<file path="src/rtl/alu_result_adapter_pkg.sv">
`default_nettype none
// ============================================================================
// alu_result_adapter_pkg : MDU opcode, writeback-select and MDU state encodings
// Revision: 1.0
// ============================================================================
package alu_result_adapter_pkg;

  typedef enum logic [2:0] {
    MDU_MULT  = 3'd0,
    MDU_MULTU = 3'd1,
    MDU_DIV   = 3'd2,
    MDU_DIVU  = 3'd3,
    MDU_MTHI  = 3'd4,
    MDU_MTLO  = 3'd5
  } mdu_op_e;

  typedef enum logic [1:0] {
    WB_ALU = 2'd0,
    WB_MEM = 2'd1,
    WB_HI  = 2'd2,
    WB_LO  = 2'd3
  } wb_sel_e;

  typedef enum logic {
    S_IDLE = 1'b0,
    S_RUN  = 1'b1
  } mdu_state_e;

endpackage
`default_nettype wire

</file>
<file path="src/rtl/mdu_iter_core.sv">
`default_nettype none
// ============================================================================
// mdu_iter_core : iterative shift-add multiplier / restoring divider
// Revision: 1.0
// ============================================================================
module mdu_iter_core
  import alu_result_adapter_pkg::*;
#(
  parameter int DATA_BITS = 32
) (
  input  logic                 clk,
  input  logic                 rst,
  input  logic                 start,
  input  logic [2:0]           op,
  input  logic [DATA_BITS-1:0] a,
  input  logic [DATA_BITS-1:0] b,
  output logic                 busy,
  output logic                 done,
  output logic [DATA_BITS-1:0] res_hi,
  output logic [DATA_BITS-1:0] res_lo
);

  localparam int W  = DATA_BITS;
  localparam int CW = $clog2(DATA_BITS);

  mdu_state_e   state_q, state_d;
  logic [CW-1:0] cnt_q, cnt_d;
  logic [W-1:0] hi_q, hi_d, lo_q, lo_d, opb_q, opb_d;
  logic         is_div_q, is_div_d, neg_q, neg_d, rneg_q, rneg_d, dz_q, dz_d;

  logic         is_signed, a_neg, b_neg;
  logic [W-1:0] abs_a, abs_b;
  logic [W:0]   mul_sum, div_rem_in, div_diff;
  logic [W-1:0] step_hi, step_lo, quo_fix, rem_fix;
  logic [2*W-1:0] prod, prod_fix;

  assign is_signed = (op == MDU_MULT) || (op == MDU_DIV);
  assign a_neg     = is_signed && a[W-1];
  assign b_neg     = is_signed && b[W-1];
  assign abs_a     = a_neg ? -a : a;
  assign abs_b     = b_neg ? -b : b;

  // hi_q:lo_q is the 2W accumulator (mult) or remainder:dividend/quotient (div)
  assign mul_sum    = {1'b0, hi_q} + (lo_q[0] ? {1'b0, opb_q} : {(W+1){1'b0}});
  assign div_rem_in = {hi_q, lo_q[W-1]};
  assign div_diff   = div_rem_in - {1'b0, opb_q};

  assign step_hi = is_div_q ? (div_diff[W] ? div_rem_in[W-1:0] : div_diff[W-1:0])
                            : mul_sum[W:1];
  assign step_lo = is_div_q ? {lo_q[W-2:0], ~div_diff[W]}
                            : {mul_sum[0], lo_q[W-1:1]};

  assign prod     = {step_hi, step_lo};
  assign prod_fix = neg_q ? -prod : prod;
  assign quo_fix  = neg_q ? -step_lo : step_lo;
  assign rem_fix  = rneg_q ? -step_hi : step_hi;

  assign busy   = (state_q == S_RUN);
  assign done   = busy && (cnt_q == CW'(W-1));
  assign res_hi = is_div_q ? rem_fix : prod_fix[2*W-1:W];
  assign res_lo = is_div_q ? (dz_q ? {W{1'b1}} : quo_fix) : prod_fix[W-1:0];

  always_comb begin
    state_d  = state_q;
    cnt_d    = cnt_q;
    hi_d     = hi_q;
    lo_d     = lo_q;
    opb_d    = opb_q;
    is_div_d = is_div_q;
    neg_d    = neg_q;
    rneg_d   = rneg_q;
    dz_d     = dz_q;
    case (state_q)
      S_IDLE: begin
        if (start) begin
          state_d  = S_RUN;
          cnt_d    = '0;
          hi_d     = '0;
          lo_d     = abs_a;
          opb_d    = abs_b;
          is_div_d = (op == MDU_DIV) || (op == MDU_DIVU);
          neg_d    = a_neg ^ b_neg;
          rneg_d   = a_neg;
          dz_d     = (b == '0);
        end
      end
      default: begin
        hi_d  = step_hi;
        lo_d  = step_lo;
        cnt_d = cnt_q + CW'(1);
        if (done) state_d = S_IDLE;
      end
    endcase
  end

  always_ff @(posedge clk) begin
    if (rst) begin
      state_q  <= S_IDLE;
      cnt_q    <= '0;
      hi_q     <= '0;
      lo_q     <= '0;
      opb_q    <= '0;
      is_div_q <= 1'b0;
      neg_q    <= 1'b0;
      rneg_q   <= 1'b0;
      dz_q     <= 1'b0;
    end else begin
      state_q  <= state_d;
      cnt_q    <= cnt_d;
      hi_q     <= hi_d;
      lo_q     <= lo_d;
      opb_q    <= opb_d;
      is_div_q <= is_div_d;
      neg_q    <= neg_d;
      rneg_q   <= rneg_d;
      dz_q     <= dz_d;
    end
  end

endmodule
`default_nettype wire

</file>
<file path="src/rtl/alu_result_adapter.sv">
`default_nettype none
// ============================================================================
// alu_result_adapter : HI/LO ownership, writeback mux and MDU stall generation
// Revision: 1.0
// ============================================================================
module alu_result_adapter
  import alu_result_adapter_pkg::*;
#(
  parameter int DATA_BITS = 32
) (
  input  logic                 clk,
  input  logic                 rst,
  input  logic [DATA_BITS-1:0] AluA,
  input  logic [DATA_BITS-1:0] AluB,
  input  logic [DATA_BITS-1:0] AluResult,
  input  logic [DATA_BITS-1:0] MemData,
  input  logic                 MduStart,
  input  logic [2:0]           MduOp,
  input  logic [1:0]           WbSel,
  output logic [DATA_BITS-1:0] WbData,
  output logic                 MduBusy,
  output logic                 Stall,
  output logic [DATA_BITS-1:0] HiOut,
  output logic [DATA_BITS-1:0] LoOut
);

  logic [DATA_BITS-1:0] hi_q, hi_d, lo_q, lo_d;
  logic [DATA_BITS-1:0] res_hi, res_lo;
  logic                 mdu_busy, mdu_done, accept, mdu_start;

  assign accept    = MduStart && !mdu_busy;
  assign mdu_start = accept && ((MduOp == MDU_MULT) || (MduOp == MDU_MULTU) ||
                                (MduOp == MDU_DIV)  || (MduOp == MDU_DIVU));

  mdu_iter_core #(
    .DATA_BITS (DATA_BITS)
  ) u_core (
    .clk    (clk),
    .rst    (rst),
    .start  (mdu_start),
    .op     (MduOp),
    .a      (AluA),
    .b      (AluB),
    .busy   (mdu_busy),
    .done   (mdu_done),
    .res_hi (res_hi),
    .res_lo (res_lo)
  );

  // MTHI/MTLO can only be accepted while idle, so they never collide with done
  always_comb begin
    hi_d = hi_q;
    lo_d = lo_q;
    if (mdu_done) begin
      hi_d = res_hi;
      lo_d = res_lo;
    end else if (accept && (MduOp == MDU_MTHI)) begin
      hi_d = AluA;
    end else if (accept && (MduOp == MDU_MTLO)) begin
      lo_d = AluA;
    end
  end

  always_ff @(posedge clk) begin
    if (rst) begin
      hi_q <= '0;
      lo_q <= '0;
    end else begin
      hi_q <= hi_d;
      lo_q <= lo_d;
    end
  end

  always_comb begin
    case (WbSel)
      WB_MEM:  WbData = MemData;
      WB_HI:   WbData = hi_q;
      WB_LO:   WbData = lo_q;
      default: WbData = AluResult;
    endcase
  end

  assign MduBusy = mdu_busy;
  assign Stall   = mdu_busy && ((WbSel == WB_HI) || (WbSel == WB_LO) || MduStart);
  assign HiOut   = hi_q;
  assign LoOut   = lo_q;

endmodule
`default_nettype wire

</file>
<file path="config.mk">
export PLATFORM = sky130hd
export DESIGN_NAME = alu_result_adapter
export DESIGN_NICKNAME = d
export VERILOG_FILES = /design/src/rtl/alu_result_adapter_pkg.sv /design/src/rtl/mdu_iter_core.sv /design/src/rtl/alu_result_adapter.sv
export SDC_FILE = /design/constraint.sdc
export NUM_CORES = 1
export LEC_CHECK = 0
export CAP_MARGIN = 40
export CORE_MARGIN = 3
export CORE_UTILIZATION = 39
export DETAILED_ROUTE_END_ITERATION = 10
export GPL_ROUTABILITY_DRIVEN = 0
export GPL_TIMING_DRIVEN = 0
export HOLD_SLACK_MARGIN = 0.1
export PLACE_DENSITY = 0.57
export SYNTH_ARGS = -nofsm -noshare
export SYNTH_HDL_FRONTEND = slang
export SYNTH_HIERARCHICAL = 1
export SYNTH_SLANG_ARGS = --single-unit
</file>
<file path="constraint.sdc">
create_clock -name clk -period 12.61 [get_ports clk]
set_input_delay 1.8915 -clock clk [delete_from_list [all_inputs] [get_ports clk]]
set_output_delay 1.8915 -clock clk [all_outputs]
set_load 0.05 [all_outputs]
</file>
==> impl_metrics.ini, run 1 <==
[global_route]
grt_pass1_wl_um = 112000
antenna_found_initial = 3
combined_global_route_utilization_of_all_metal_layers_pct = 30.7
grt_pass1_vias = 17900
grt_start_max_net_pins = 17
global_route.overflow_total = 0

[synth]
synth_edf_count = 0
number_of_synthesized_register_bits = 170
synth_top_family_by_area = compound AO/OA/AOI/OAI gates
synth_fa_ha_area_share_pct = 5.23
synth.most_common_cell = sky130_fd_sc_hd__a21oi_1
synthXorXnorAreaFrac_pct = 7.80
syn_area_per_cell_um2 = 7.86
synth_seq_area_share_pct = 19.4
synthesis.instances = 2230
post_synth_instance_area_um2 = 17500
synth_nets = 2438
netlist_top_cells_count = 267 x sky130_fd_sc_hd__a21oi_1, 239 x sky130_fd_sc_hd__nor2_1, 188 x sky130_fd_sc_hd__nand2_1
synth.largest_area_cell = sky130_fd_sc_hd__dfxtp_1
synthMuxAreaShare_pct = 6.33
synth-compound-area-share_pct = 32.8
yosys.cell_types.count = 107
ys_dominant_reg_cell = sky130_fd_sc_hd__dfxtp_1
simple_gate_area_share_of_the_yosys_netlist_pct = 21.1
number_of_synthesis_warnings = 6
synth_top_area_share_pct = 19.4
synthArstFlopShare_pct = 0
ys_top_cells_by_area = sky130_fd_sc_hd__dfxtp_1 19%, sky130_fd_sc_hd__a211oi_2 8.9%, sky130_fd_sc_hd__a21oi_1 7.6%, sky130_fd_sc_hd__nor2_1 5.1%, sky130_fd_sc_hd__ha_1 5.0%

[clock_network]
clock_sink_count = 170
clockRootBuffer = sky130_fd_sc_hd__clkbuf_16
cts_inserted_buffers = 17
post_cts_resized = 0
post_cts_buffers = 0
cts-htree-levels = 4
ctsLongestPathBuffers = 2
post_cts_hold_buffer_count = 0
tritoncts_clock_tree = built
worst_skew_pair.late_latency_ns = 0.48
worst_setup_hold_path_clk_slew_ns = 0.08

[floorplanning]
fp-row-count = 77
floorplan.die_area_um2 = 47500
core_area_um2 = 44300
die_h_um = 218
io_pins = 234
floorplan.initialDensity_pct = 39.5
die_w_um = 218

[finish]
area.growth.synth_to_final_pct = 21.1
layout.core_utilization_pct = 47.9
finalNetCount = 2694
final_layout_size_suffix_gt1_share_pct = 12.0
num-fill-cells = 4420
finish.instance_area_um2 = 21200
finish.cell_count_without_fillers = 3095

[status]
run_status = complete, no violations

[worst_setup_path]
path_class = reg -> reg
crit-reg2reg-launch = u_core/opb_q[23]
critical_path.max_stage_delay_ns = 0.56
crit_chain = inv_1 -> ha_1 -> clkbuf_1 -> nand4_1 -> nor4_1 -> nand3_1 -> a21oi_1 -> a2111oi_4 -> a21oi_1 -> ha_1 -> o211ai_1 -> or4_1 -> or4_1 -> a211oi_1 -> nand2_1 -> o21ai_0 -> a31oi_1 -> nor3b_1 -> a21oi_1 -> xor2_1 -> a21oi_1 -> a211oi_2
critical_path.endpoint_type = flip-flop
critPathRequiredTime_ns = 13.01
critical_path.max_fanout = 8
worstSetupStartpointType = flip-flop
critical_path.most_common_cell = sky130_fd_sc_hd__a21oi_1
timing.critical_path.arrival_ns = 8.11
worst_setup_path_startpoint = u_core/opb_q[23]
slowest_stage = sky130_fd_sc_hd__or4_1

[placed_design]
detailed_place_hpwl_um = 60900
placed_area_um2 = 20600
dp_cells = 3059
buffers_added_on_ports = 230

[detailed_routing]
drt_pass1_iterations = 6
wire_length_reported_by_the_detailed_router_um = 75100
average_vias_per_placed_instance = 6.17
detail_route.drc_violations = 0
drt-initial-drc-count = 2122
detailroute.via_count = 19100
dr_wl_cell_um = 24.3
final_antenna_net_count = 0

[sta]
layout_worst_path_cycle_share_pct = 61.1
worst_clock_skew_ns = 0.0159
timing_hold_violations_final = 0
slew-limit-headroom_pct = 26.2
setup_violations = 0
grt_setup_unrepaired = false
tns_ns = 0
post-route-min-period_ns = 7.71
drv_slew = 0
maxClockFrequency_mhz = 130
worst-slew-pin-transition_ns = 1.08

[power]
power.static_leakage_nw = 8.05
post-layout-total-power_mw = 1.84
peakVddDrop_mv = 0.0965
power_density_nw_per_um2 = 86.5

[job]
drv.max_cap_violation_count = 0

[worst_hold_path]
tightest_hold_check_type = reg -> reg
min_delay_startpoint = u_core/dz_q
## where the power goes
group / internal (mW) / switching (mW) / leakage (nW) / total, mW
Sequential: 0.562 / 0.0375 / 1.38 / 0.599
Clock: 0.284 / 0.265 / 0.282 / 0.549
Combinational: 0.259 / 0.429 / 6.38 / 0.688
Total: 1.10 / 0.731 / 8.05 / 1.84
## cell type report
type / count / area [µm²] / area share (%)
Clock inverter: 12 / 131 / 0.619
Antenna cell: 4 / 10.0 / 0.0472
Timing Repair Buffer: 237 / 2360 / 11.1
Inverter: 62 / 233 / 1.10
Clock buffer: 20 / 447 / 2.11
Sequential cell: 170 / 3400 / 16.0
Multi-Input combinational cell: 1828 / 12800 / 60.5
Buffer: 170 / 1050 / 4.96
Tap cell: 592 / 741 / 3.49
## stage by stage
stage	setup slack [ns]	hold WS (ns)
3_5_place_dp	5.27	0.483
2_1_floorplan	7.15	0.440
5_1_grt	4.59	0.538
3_3_place_gp	5.30	0.472
4_1_cts	5.22	0.494
6_report	4.90	0.494
## metal layers
metal,wire length [µm],GRT usage [%],vias to the layer above,share of wire (%)
li1,-,-,8764,-
met1,33400,44.1,9167,44
met2,32000,46.5,1011,43
met3,7320,5.41,150,9.7
met4,2370,9.52,0,3.2
met5,0,0,-,0
## final timing paths
kind	endpoint	slack, ns	cells past startpoint
max	HiOut[16]	4.90	22
min	u_core/dz_q	0.49	2
max reg2reg	HiOut[16]	4.90	22
min reg2reg	u_core/dz_q	0.49	2
## worst max-delay path: cells and delay by family (launching register included)
kind            cells  cell delay [ns]
compound gates     10             3.04
flops               1             0.46
fa+ha+maj           2             0.61
xor+xnor            1             0.35
simple gates        7             2.80
buf+inv             2             0.35
## state kept, by name, indices dropped and copies added (netlist names)
register and cells:
HiOut 32, LoOut 32, u_core/busy 1, u_core/cnt_q 5, u_core/dz_q 1, u_core/hi_q 32
u_core/is_div_q 1, u_core/lo_q 32, u_core/neg_q 1, u_core/opb_q 32, u_core/rneg_q 1
## placed cells by master, fill, tap and decap left out, drive strengths merged, types with 11 or more instances in the layout
master	count
a211oi	184
a21o	33
a21oi	269
a31oi	29
and2	41
and3	36
buf	61
clkbuf	129
clkdlybuf4s50	230
dfxtp	170
ha	70
inv	69
mux2	15
mux2i	22
mux4	32
nand2	188
nand2b	15
nand3	29
nand4	23
nor2	239
nor2b	38
nor3	50
nor3b	14
nor4	13
o21a	19
o21ai	89
o21bai	14
o31ai	24
or3	26
or4	11
xnor2	80
xor2	76
## cells by family (layout without fill, tap and decap cells)
group	Yosys count	in the layout
AO/OA/AOI/OAI	779	779
XOR/XNOR	156	156
adder cells (fa/ha/maj)	72	72
buffers and inverters	232	501
flip-flops	170	170
multiplexers	69	69
other	0	4
AND/OR/NAND/NOR	752	752
Note: power is estimated with default switching activity, not from simulation.
==> run 2: changes to the inputs <==
--- a/config.mk
+++ b/config.mk
@@ -12,7 +12,7 @@
 export GPL_ROUTABILITY_DRIVEN = 0
 export GPL_TIMING_DRIVEN = 0
 export HOLD_SLACK_MARGIN = 0.1
-export PLACE_DENSITY = 0.57
+export PLACE_DENSITY = 0.59
 export SYNTH_ARGS = -nofsm -noshare
 export SYNTH_HDL_FRONTEND = slang
 export SYNTH_HIERARCHICAL = 1
==> constraint.sdc (replaced) <==
create_clock -name clk -period 6.9 [get_ports clk]
set_input_delay 1.035 -clock clk [delete_from_list [all_inputs] [get_ports clk]]
set_output_delay 1.035 -clock clk [all_outputs]
set_load 0.05 [all_outputs]
==> run 2 against run 1 <==
Critical endpoint unchanged; non-clock buffer count down 1; global-route usage down 0.41 points; core utilization rose by 0.26 points; cell count fell by 0.13%; count of clock-buffer cells in the layout down 3; critical path depth up 1; highest routed layer is now met5; fmax increased by 13%; largest power group unchanged.
==> impl_metrics.ini, run 2 (same netlist as run 1, synthesis figures left out) <==
[global_route]
grt_start_max_net_pins = 19
grt_pass1_wl_um = 110000
global_route.overflow_total = 0
combined_global_route_utilization_of_all_metal_layers_pct = 30.3
antenna_found_initial = 3
grt_pass1_vias = 17700

[finish]
area.growth.synth_to_final_pct = 21.7
most_used_cells_in_the_layout_excluding_fill_and_tap_cells = 263 x sky130_fd_sc_hd__a21oi_1, 238 x sky130_fd_sc_hd__nor2_1, 230 x sky130_fd_sc_hd__clkdlybuf4s50_1
multi_input_comb_area_um2 = 12900
final_layout_size_suffix_gt1_share_pct = 12.6
finalNetCount = 2693
num-fill-cells = 4440
final-seq-area_um2 = 3400
finish.cell_count_without_fillers = 3091
layout.cells.most_common = sky130_fd_sc_hd__a21oi_1

[floorplanning]
die_w_um = 218
floorplan.initialDensity_pct = 39.5
core_area_um2 = 44300
fp-row-count = 77
io_pins = 234
die_h_um = 218
floorplan.die_area_um2 = 47500

[placed_design]
post-place-ws_ns = -0.448
dp_cells = 3058
detailed_place_hpwl_um = 60300
buffers_added_on_ports = 230

[power]
peakVddDrop_mv = 0.138
power_density_nw_per_um2 = 160
power.static_leakage_nw = 8.08

[worst_setup_path]
critical_path.max_fanout = 7
critical_path.most_common_cell = sky130_fd_sc_hd__a211oi_2
setup.reg_to_reg.worst_slack_ns = 0.1
critical_path.endpoint_type = flip-flop
critPathRequiredTime_ns = 7.28
timing.critical_path.arrival_ns = 7.19
slowest_stage = sky130_fd_sc_hd__or4_1
critical_path.max_stage_delay_ns = 0.58
worst-r2r-cell-count = 23
worstSetupStartpointType = flip-flop
worst_setup_path_startpoint = u_core/lo_q[31]
rr_endpoint = HiOut[16]
critical_path.endpoint = HiOut[16]
crit-reg2reg-launch = u_core/lo_q[31]
crit_chain = inv_1 -> ha_1 -> inv_1 -> fa_1 -> a211oi_2 -> or3_4 -> a211o_1 -> a21o_1 -> a2111oi_4 -> a21oi_4 -> ha_1 -> o211ai_1 -> or4_1 -> or4_1 -> a211oi_2 -> nand2_1 -> o21ai_1 -> a31oi_1 -> nor3b_2 -> a21oi_1 -> xor2_1 -> a21oi_2 -> a211oi_2
path_class = reg -> reg

[detailed_routing]
detailroute.via_count = 19200
detail_route.drc_violations = 0
drt_pass1_iterations = 8
drt-initial-drc-count = 2344
final_antenna_net_count = 0
wire_length_reported_by_the_detailed_router_um = 74600
average_vias_per_placed_instance = 6.21
dr_wl_cell_um = 24.1

[clock_network]
cts_inserted_buffers = 17
clock_sink_count = 170
tritoncts_clock_tree = built
clockRootBuffer = sky130_fd_sc_hd__clkbuf_16
ctsLongestPathBuffers = 2
cts-htree-levels = 4
worst_skew_pair.late_latency_ns = 0.47
post_cts_buffers = 0
worst_setup_hold_path_clk_slew_ns = 0.08

[job]
drv.max_cap_violation_count = 0

[status]
run_status = complete, no violations

[sta]
final_worst_setup_slack_ns = 0.0975
layout_worst_path_cycle_share_pct = 98.6
drv_slew = 0
timing_hold_violations_final = 0
setup_violations = 0
slew-limit-headroom_pct = 32.8
tns_ns = 0
worst-slew-pin-transition_ns = 1.01
worst_clock_skew_ns = 0.0157
holdWs_ns = 0.491
maxClockFrequency_mhz = 147
post-route-min-period_ns = 6.80

[worst_hold_path]
tightest_hold_check_type = reg -> reg
-- run 2: cell count changes in the layout (fill, tap and decap cells not counted), moves of 3 or more --
cell,previous run,this run
sky130_fd_sc_hd__inv_6,6,1
sky130_fd_sc_hd__a21oi_1,267,263
sky130_fd_sc_hd__clkinv_8,1,5
sky130_fd_sc_hd__a21oi_2,2,5
sky130_fd_sc_hd__clkinv_4,1,4
sky130_fd_sc_hd__diode_2,4,1
-- run 2: per-layer routing --
metal / part of all wire, % / global-route usage, % / up-vias / wire, µm
li1: - / - / 8762 / -
met1: 42 / 41.6 / 9184 / 31700
met2: 43 / 45.7 / 1066 / 31900
met3: 11 / 7.84 / 196 / 8020
met4: 4.0 / 10.7 / 2 / 2990
met5: 0.012 / 0 / - / 9
-- run 2: area by class of cell --
cell class | instances | share of cell area (%)
Buffer | 170 | 4.93
Timing Repair Buffer | 236 | 11.0
Antenna cell | 1 | 0.0117
Sequential cell | 170 | 16.0
Multi-Input combinational cell | 1828 | 60.5
Clock inverter | 15 | 0.997
Tap cell | 592 | 3.47
Inverter | 62 | 1.09
Clock buffer | 17 | 1.99
-- run 2: worst max-delay path: cells and delay by family, from the launching register on --
family / cells / cell delay, ns
xor gates and xnor gates: 1 / 0.34
buffers and inverters: 2 / 0.20
AOI/OAI and AO/OA: 12 / 2.87
and+or+nand+nor: 5 / 2.01
adders and majority gates: 3 / 0.94
DFF: 1 / 0.34
-- run 2: where the power goes --
group | leakage [nW] | internal, mW | switching, mW | total [mW]
clock network | 0.309 | 0.555 | 0.493 | 1.05
registers | 1.38 | 1.03 | 0.0679 | 1.09
logic | 6.39 | 0.477 | 0.790 | 1.27
-- run 2: worst min-delay path by stage --
stage | startpoint | endpoint | slack, ns | cells past startpoint
4_1_cts | u_core/opb_q[0] | u_core/opb_q[0] | 0.49 | 2
6_report | u_core/opb_q[0] | u_core/opb_q[0] | 0.49 | 2
2_1_floorplan | u_core/opb_q[31] | u_core/opb_q[31] | 0.44 | 2
3_3_place_gp | u_core/opb_q[0] | u_core/opb_q[0] | 0.47 | 2
3_5_place_dp | u_core/opb_q[0] | u_core/opb_q[0] | 0.48 | 2
5_1_grt | u_core/dz_q | u_core/dz_q | 0.53 | 2
-- run 2: metrics by stage --
step           power [mW]  instance area [µm²]  util, %
6_report             3.41                21300     48.1
5_1_grt              3.54                21300     48.1
4_1_cts              3.37                21300     48.0
3_5_place_dp         2.33                20600     46.5
3_3_place_gp         2.32                20600     46.4
2_1_floorplan        1.90                17500        -
-- run 2: what timing repair did --
action | CTS | global route
hold buffers | 0 | 0
endpoints found under the setup margin | 9 | 9
gates resized for setup | 7 | 9
pin swaps | 0 | 0
